`src/rtl/shift_sub_pkg.sv`:
```
// Shared state encoding and counter sizing for the shift/subtract divider.
package shift_sub_pkg;

  typedef enum logic [1:0] {
    IDLE = 2'd0,
    RUN  = 2'd1,
    FIN  = 2'd2
  } state_e;

  localparam int N_DEFAULT = 32;
  localparam int CNT_W     = $clog2(N_DEFAULT);

  // Step-counter width for an arbitrary operand width.
  function automatic int cnt_w(input int n);
    return $clog2(n);
  endfunction

endpackage

```
`src/rtl/restoring_div_step.sv`:
```
// One restoring-division step: shift remainder left, trial-subtract divisor, keep or restore.
// Combinational, zero latency; no handshake.
module restoring_div_step #(
  parameter int N = 32
) (
  input  logic [N:0]   r_in,
  input  logic [N-1:0] q_in,
  input  logic [N-1:0] d_in,
  output logic [N:0]   r_out,
  output logic [N-1:0] q_out
);

  logic [N:0] r_sh;
  logic [N:0] trial;
  logic       unused_r_msb;

  // The partial remainder is always < divisor, so its top bit is zero on entry.
  assign unused_r_msb = r_in[N];

  always_comb begin
    r_sh  = {r_in[N-1:0], q_in[N-1]};
    trial = r_sh - {1'b0, d_in};
    if (!trial[N]) begin
      r_out = trial;
      q_out = {q_in[N-2:0], 1'b1};
    end else begin
      r_out = r_sh;
      q_out = {q_in[N-2:0], 1'b0};
    end
  end

endmodule

```
`src/rtl/shift_sub_divide.sv`:
```
// Sequential unsigned restoring divider, one quotient bit per clock, MSB first.
// Latency: done N+2 cycles after start (2 for divide-by-zero); start always wins and restarts.
module shift_sub_divide
  import shift_sub_pkg::*;
#(
  parameter int N = N_DEFAULT
) (
  input  logic         clk,
  input  logic         rst_n,
  input  logic         start,
  input  logic [N-1:0] dividend,
  input  logic [N-1:0] divisor,
  output logic         busy,
  output logic         done,
  output logic [N-1:0] quotient,
  output logic [N-1:0] remainder,
  output logic         div_by_zero
);

  localparam int CW = cnt_w(N);

  state_e         state_q, state_d;
  logic [CW-1:0]  cnt_q, cnt_d;
  logic [N:0]     r_q, r_d;
  logic [N-1:0]   q_q, q_d;
  logic [N-1:0]   d_q, d_d;
  logic           dz_q, dz_d;
  logic [N-1:0]   quotient_q, quotient_d;
  logic [N-1:0]   remainder_q, remainder_d;
  logic           div_by_zero_q, div_by_zero_d;
  logic           done_q, done_d;

  logic [N:0]     r_step;
  logic [N-1:0]   q_step;

  restoring_div_step #(.N(N)) u_step (
    .r_in  (r_q),
    .q_in  (q_q),
    .d_in  (d_q),
    .r_out (r_step),
    .q_out (q_step)
  );

  always_comb begin
    state_d       = state_q;
    cnt_d         = cnt_q;
    r_d           = r_q;
    q_d           = q_q;
    d_d           = d_q;
    dz_d          = dz_q;
    quotient_d    = quotient_q;
    remainder_d   = remainder_q;
    div_by_zero_d = div_by_zero_q;
    done_d        = 1'b0;

    case (state_q)
      RUN: begin
        r_d   = r_step;
        q_d   = q_step;
        cnt_d = cnt_q + CW'(1);
        if (cnt_q == CW'(N - 1)) state_d = FIN;
      end
      FIN: begin
        // For a zero divisor Q still holds the untouched dividend.
        done_d        = 1'b1;
        quotient_d    = dz_q ? {N{1'b1}} : q_q;
        remainder_d   = dz_q ? q_q : r_q[N-1:0];
        div_by_zero_d = dz_q;
        state_d       = IDLE;
      end
      default: state_d = IDLE;
    endcase

    // A start in FIN still lets the finishing result (and its flag) publish.
    if (start) begin
      r_d     = '0;
      q_d     = dividend;
      d_d     = divisor;
      cnt_d   = '0;
      dz_d    = (divisor == '0);
      state_d = (divisor == '0) ? FIN : RUN;
      if (state_q != FIN) div_by_zero_d = 1'b0;
    end
  end

  always_ff @(posedge clk or negedge rst_n) begin
    if (!rst_n) begin
      state_q       <= IDLE;
      cnt_q         <= '0;
      r_q           <= '0;
      q_q           <= '0;
      d_q           <= '0;
      dz_q          <= 1'b0;
      quotient_q    <= '0;
      remainder_q   <= '0;
      div_by_zero_q <= 1'b0;
      done_q        <= 1'b0;
    end else begin
      state_q       <= state_d;
      cnt_q         <= cnt_d;
      r_q           <= r_d;
      q_q           <= q_d;
      d_q           <= d_d;
      dz_q          <= dz_d;
      quotient_q    <= quotient_d;
      remainder_q   <= remainder_d;
      div_by_zero_q <= div_by_zero_d;
      done_q        <= done_d;
    end
  end

  assign busy        = (state_q == RUN);
  assign done        = done_q;
  assign quotient    = quotient_q;
  assign remainder   = remainder_q;
  assign div_by_zero = div_by_zero_q;

endmodule
```
`config.mk`:
```
export PLATFORM = sky130hd
export DESIGN_NAME = shift_sub_divide
export DESIGN_NICKNAME = d
export VERILOG_FILES = /design/src/rtl/shift_sub_pkg.sv /design/src/rtl/restoring_div_step.sv /design/src/rtl/shift_sub_divide.sv
export SDC_FILE = /design/constraint.sdc
export NUM_CORES = 1
export LEC_CHECK = 0
export BUFFER_PORTS_ARGS = -buffer_cell sky130_fd_sc_hd__buf_2
export CAP_MARGIN = 20
export CORE_ASPECT_RATIO = 0.6
export CORE_MARGIN = 2
export CORE_UTILIZATION = 64
export CTS_BUF_LIST = sky130_fd_sc_hd__clkbuf_4 sky130_fd_sc_hd__clkbuf_8
export DETAILED_ROUTE_END_ITERATION = 12
export PLACE_DENSITY_LB_ADDON = 0.12
export REMOVE_ABC_BUFFERS = 1
export SETUP_SLACK_MARGIN = 0.4
export SLEW_MARGIN = 20
export SYNTH_ARGS = -nofsm -noshare
export SYNTH_HDL_FRONTEND = slang
export SYNTH_SLANG_ARGS = --single-unit
```
`constraint.sdc`:
```
create_clock -name clk -period 7.5 [get_ports clk]
set_clock_uncertainty 0.15 [all_clocks]
set_input_delay 0.75 -clock clk [delete_from_list [all_inputs] [get_ports clk]]
set_output_delay 0.75 -clock clk [all_outputs]
set_load 0.01 [all_outputs]
```
==> results of run 1 <==
==> cell families after synthesis <==
kind of cell,Yosys count
xor gates and xnor gates,28
AOI/OAI and AO/OA,314
buffers and inverters,109
and+or+nand+nor,303
DFF,170
adders and majority gates,35
muxes,85
==> flip-flops by register name (all words and copies together) (netlist names) <==
name	flops
q_q	32
r_q	32
div_by_zero	1
d_q	32
cnt_q	5
remainder	32
state_q	2
dz_q	1
quotient	32
done	1
==> report_power, final <==
| group | total, mW | internal [mW] | leakage (nW) | switching (mW) |
|---|---|---|---|---|
| clock network | 0.651 | 0.258 | 0.192 | 0.393 |
| registers | 1.20 | 1.08 | 2.17 | 0.125 |
| logic | 1.06 | 0.423 | 2.79 | 0.639 |
| total | 2.91 | 1.76 | 5.15 | 1.16 |
==> cell type report <==
cell class | count | area, um2 | area share [%]
timing repair buffer | 140 | 727 | 6.95
inverter | 45 | 170 | 1.63
multi-input combinational | 765 | 4670 | 44.6
clock inverter | 14 | 151 | 1.45
sequential | 170 | 4260 | 40.7
tap | 198 | 248 | 2.37
clock buffer | 18 | 248 | 2.37
==> per-layer routing <==
layer	routed length, um	GRT usage [%]
met1	11700	49.4
met5	0	0
met3	2430	9.99
met2	9170	41.2
met4	194	5.96
==> how the worst max path moves through the flow <==
stage | endpoint | startpoint | slack (ns)
2_1_floorplan | r_q[10] | q_q[31] | 3.06
3_3_place_gp | r_q[10] | q_q[31] | 3.45
3_5_place_dp | r_q[11] | q_q[31] | 3.32
4_1_cts | r_q[10] | q_q[31] | 3.31
5_1_grt | r_q[11] | q_q[31] | 3.00
6_report | r_q[10] | q_q[31] | 3.25
==> Yosys cell counts, types with 2 or more instances <==
library cell,n,area (um2)
nand2_1,193,724
o31ai_1,3,22.5
nor2_1,29,109
nand4_1,17,106
o21ai_1,14,70.1
or3_1,5,31.3
a21boi_0,2,15.0
and3_1,6,37.5
mux2i_1,84,841
a211oi_1,6,45.0
buf_4,2,15.0
buf_1,6,22.5
a22oi_1,2,15.0
nand3_1,15,75.1
o311ai_1,4,35.0
o21ai_0,165,826
inv_1,44,165
ha_1,34,425
o221ai_1,2,17.5
a41oi_1,3,26.3
or2_2,3,18.8
a21o_1,10,75.1
o211a_1,2,20.0
nor2b_1,2,12.5
clkbuf_1,53,199
a31oi_1,5,31.3
nand2b_1,2,12.5
xor2_1,12,105
nor4_1,9,56.3
o21a_1,10,75.1
o21bai_1,3,22.5
o211ai_1,7,52.6
or3b_1,2,17.5
nor3_1,14,70.1
dfrtp_1,170,4250
a21oi_1,63,315
xnor2_1,16,140
nand3b_1,2,15.0
buf_2,2,10.0
==> reports/qor.csv, run 1 <==
stage;metric;value;unit
critical_path;slowest_stage;nor3b_4;
critical_path;cp.depth;13;
floorplan;die_x;160;um
logic_synthesis;synth_flop_cell;dfrtp_1;
clock_network;cts_sinks;170;
final_layout;area_growth_syn_to_layout;12.1;%
logic_synthesis;synth_top_family_by_area;compound AO/OA/AOI/OAI gates;
clock_network;cts_made_buffers;17;
final_layout;final_util;72.8;%
global_routing;grt_overflow;0;
placed_design;globalplace.congestion;1.00;
logic_synthesis;yosysWarnings;0;
run_status;status;completed;
power_and_ir_drop;vdd_drop_max;146;uV
drt;post_drt_wl_per_cell;17.4;um
final_layout;fin_cells;1350;
logic_synthesis;synthAdderAreaFrac;4.77;%
critical_path;cp.arrival;4.39;ns
job;drv_cap;0;
critical_path;crit_family;compound AO/OA/AOI/OAI gates;
critical_path;criticalPathCategory;reg -> reg;
global_routing;track_usage;31.1;%
clock_network;clkLatencyLatePin;0.46;ns
timing;slew_violations;0;
power_and_ir_drop;powerDensity;278;nW/um2
critical_path;r2r_slack;3.25;ns
floorplan;io_pins;134;
timing;rsz0062_at_grt;false;
final_layout;antenna_cells;0;
placed_design;dp_slack;3.32;ns
timing;tightest_slew;1.02;ns
drt;ant_nets;0;
critical_path;crit_path_max_fanout;22;
critical_path;endpoint_kind;flop;
floorplan;core-area;14400;um2
final_layout;final_cell_mix;nand2_1, dfrtp_1, o21ai_0;
power_and_ir_drop;cellLeakagePower;5.15;nW
critical_path;crit_path_start_kind;flop;
floorplan;row_count;34;
critical_path;crit_buf_inv;3;
drt;dr.pass1.iters;5;
floorplan;die_height;97.5;um
min_path;min_path_type;in -> async;
drt;vias;8138;
clock_network;ctsResizeCount;0;
timing;setup_viol;0;
logic_synthesis;avgSynthCellArea;8.94;um2
critical_path;cp_cell_sequence;inv_1 -> ha_1 -> inv_1 -> fa_1 -> a211oi_2 -> o21ai_1 -> o211a_1 -> o21ai_1 -> a211oi_1 -> nor3b_4 -> buf_4 -> mux2i_1 -> a21oi_1;
logic_synthesis;seq_area_frac_synth;45.6;%
critical_path;max_stage_delay;0.84;ns
clock_network;hold_buffers;0;
final_layout;layout_commonest_cell;nand2_1;
timing;hold_viol;0;
floorplan;start_util;64.9;%
logic_synthesis;muxShareOfSynthArea;9.13;%
timing;max_freq;235;MHz
timing;max_slew_margin;32.2;%
power_and_ir_drop;design_power_total;2.91;mW
drt;drt-initial-drc-count;817;
drt;remaining_drc_errors;0;
global_routing;grt_pass1_vias;7241;
clock_network;post_cts_buffers;0;
final_layout;stdcell_area;10500;um2
timing;timing.hold.ws;0.229;ns
drt;wirelength;23.5;mm
logic_synthesis;yosys.cell_types.count;60;
logic_synthesis;synth_edf_count;0;
clock_network;clkSlewWorstSetupHoldPaths;0.11;ns
logic_synthesis;syn_inst;1044;
clock_network;cts_root_buffer;clkbuf_8;
logic_synthesis;synth_compound_area_share;19.1;%
timing;fin_crit;4.25;ns
global_routing;antenna_found_initial;0;
timing;tns;0;ns
timing;fin_crit_sh;56.6;%
logic_synthesis;yosys_register_bits;170;
placed_design;dpl_cell_area;10100;um2
drt;vias_per_cell;6.03;
critical_path;r2r-end;r_q[10];
critical_path;rr_worst_depth;13;
global_routing;grt_start_max_net_pins;111;
clock_network;h-tree-depth;4;
clock_network;cts_tree;built;
logic_synthesis;async_reset_ff_share;100;%
floorplan;dieArea;15600;um2
placed_design;port_buffers;133;
critical_path;r2r_start;q_q[31];
final_layout;nFillCells;1179;
critical_path;crit_required;7.65;ns
logic_synthesis;synth_area;9330;um2
logic_synthesis;yosys.area_share.simple;14.2;%
global_routing;grt_pass1_wl;38.5;mm
clock_network;clock_path_buffers;2;
placed_design;placedCellCount;1318;
placed_design;place_hpwl;16.4;mm
final_layout;final_layout_size_suffix_gt1_share;15.9;%
timing;setup_ws;3.25;ns
final_layout;nNetsFinal;1241;
logic_synthesis;synth_xor_area_share;2.63;%
No activity file was read; power rests on OpenSTA's default activity.
==> inputs of run 2 (changes only) <==
CORE_UTILIZATION = 54   (was 64)
clock period = 3.7 ns   (was 7.5 ns; I/O delays follow)
==> run 2 against run 1 <==
Compared with the run above:
- non-clock buffer count increased by 109
- global-route usage decreased by 1.8 points
- worst hold slack got worse by 0.21 ns
- flip-flop and latch count unchanged
- maximum frequency increased by 25%
- critical path type unchanged
- critical endpoint is now q_q[31]
==> reports/qor.csv, run 2 (synthesized netlist as in run 1, its figures left out) <==
stage;metric;value;unit
drt;ant_nets;0;
critical_path;crit_buf_inv;21;
critical_path;cp.depth;24;
power_and_ir_drop;vdd_drop_max;254;uV
global_routing;grt_pass1_wl;42.5;mm
global_routing;gr-usage-met1;47.2;%
drt;post_drt_wl_per_cell;17.7;um
final_layout;final_util;68.9;%
power_and_ir_drop;cellLeakagePower;5.72;nW
timing;max_freq;294;MHz
timing;setup_ws;0.295;ns
drt;remaining_drc_errors;0;
clock_network;cts_tree;built;
critical_path;cp.arrival;3.63;ns
power_and_ir_drop;design_power_total;6.52;mW
floorplan;core-area;17000;um2
critical_path;crit_path_start_kind;flop;
timing;rsz0062_at_grt;true;
timing;timing.hold.ws;0.0155;ns
timing;fin_crit_sh;92.0;%
floorplan;die_x;174;um
timing;max_slew_margin;38.0;%
final_layout;fin_cells;1495;
timing;tns;0;ns
placed_design;dp_slack;0.304;ns
placed_design;placedCellCount;1365;
drt;wirelength;26.5;mm
critical_path;rr_worst_depth;24;
min_path;hold_depth;3;
critical_path;max_stage_delay;0.41;ns
final_layout;area_growth_syn_to_layout;25.8;%
critical_path;cpMostUsedCell;buf_4;
critical_path;slowest_stage;dfrtp_1;
run_status;status;completed;
floorplan;dieArea;18400;um2
clock_network;cts_root_buffer;clkbuf_8;
critical_path;crit_family;buffers and inverters;
clock_network;cts_sinks;170;
clock_network;clkSlewWorstSetupHoldPaths;0.09;ns
critical_path;criticalPathCategory;reg -> reg;
clock_network;cts_made_buffers;17;
clock_network;clkLatencyLatePin;0.45;ns
drt;vias;8480;
timing;slew_violations;0;
floorplan;start_util;54.8;%
job;drv_cap;0;
global_routing;grt_util_met2;39.1;%
drt;dr.pass1.iters;5;
global_routing;grt_pass1_vias;7794;
final_layout;nNetsFinal;1350;
global_routing;grt_start_max_net_pins;98;
final_layout;layout_commonest_cell;nand2_1;
global_routing;met3_usage;6.53;%
clock_network;h-tree-depth;4;
drt;vias_per_cell;5.67;
global_routing;busiest_layer;met1;
placed_design;port_buffers;133;
critical_path;crit_required;3.92;ns
final_layout;final_cell_mix;nand2_1, dfrtp_1, o21ai_0;
global_routing;track_usage;29.3;%
final_layout;antenna_cells;0;
final_layout;stdcell_area;11700;um2
timing;tightest_slew;0.931;ns
floorplan;row_count;37;
floorplan;die_height;106;um
critical_path;crit_path_max_fanout;2;
timing;setup_viol;0;
placed_design;place_hpwl;17.3;mm
power_and_ir_drop;powerDensity;555;nW/um2
placed_design;globalplace.congestion;0.969;
final_layout;final_layout_size_suffix_gt1_share;19.9;%
clock_network;clock_path_buffers;2;
placed_design;dpl_cell_area;10200;um2
critical_path;endpoint_kind;flop;
drt;drt-initial-drc-count;680;
floorplan;io_pins;134;
critical_path;r2r_slack;0.29;ns
critical_path;cp_cell_sequence;inv_2 -> buf_4 -> buf_4 -> buf_6 -> buf_4 -> buf_4 -> buf_4 -> buf_4 -> buf_4 -> buf_4 -> buf_4 -> buf_4 -> buf_4 -> buf_4 -> buf_4 -> buf_4 -> buf_4 -> buf_4 -> buf_4 -> buf_4 -> buf_6 -> nor2_4 -> a21oi_2 -> o21ai_1;
global_routing;antenna_found_initial;0;
timing;fin_crit;3.41;ns
timing;hold_viol;0;
global_routing;grt_overflow;0;
min_path;min_path_type;in -> reg;
-- run 2: cell types whose count changed in the layout (fill, tap and decap cells not counted), moves of 2 or more --
cell	change
dlygate4sd3_1	+58
buf_4	+32
buf_6	+9
buf_12	+8
clkinvlp_4	-3
mux2i_1	-3
mux2i_2	+3
inv_1	-2
inv_2	+2
inv_6	+2
o21ai_1	-2
o21ai_2	+2
o311ai_1	-2
o311ai_2	+2
-- run 2: tightest hold or removal path: cells and delay by family --
kind | cells | cell delay (ns)
AOI/OAI and AO/OA | 1 | 0.06
buffers and inverters | 1 | 0.09
and+or+nand+nor | 1 | 0.04
-- run 2: layer usage --
metal | share of wire [%] | up-vias
met4 | 1.2 | 0
met1 | 50 | 4022
met3 | 9.0 | 24
li1 | - | 4083
met5 | 0 | -
met2 | 40 | 351
-- run 2: final cells by class --
cell class	count	area (um2)
timing repair buffer	249	1860
tap	234	293
multi-input combinational	765	4760
sequential	170	4260
inverter	45	170
fill	1414	5300
clock inverter	14	149
clock buffer	18	248
-- run 2: path summary, 6_finish.rpt --
path / start / endpoint
max in group asynchronous: rst_n / remainder[19]
worst max register to register: q_q[31] / q_q[31]
min in group asynchronous: rst_n / quotient[3]
worst max-delay path: q_q[31] / q_q[31]
worst min register to register: quotient[7] / quotient[7]
worst min-delay path: divisor[10] / d_q[10]
-- run 2: timing repair --
action,CTS,global route
setup buffers,37,1
hold buffers,58,0
pin swaps,9,28
endpoints found under the hold margin,137,0
endpoints found under the setup margin,15,34
gates resized for setup,9,26
gates cloned,1,1
-- run 2: report_power, final --
part           switching (mW)  internal, mW
Clock                   0.804         0.524
Combinational            1.48          1.27
Sequential              0.262          2.18
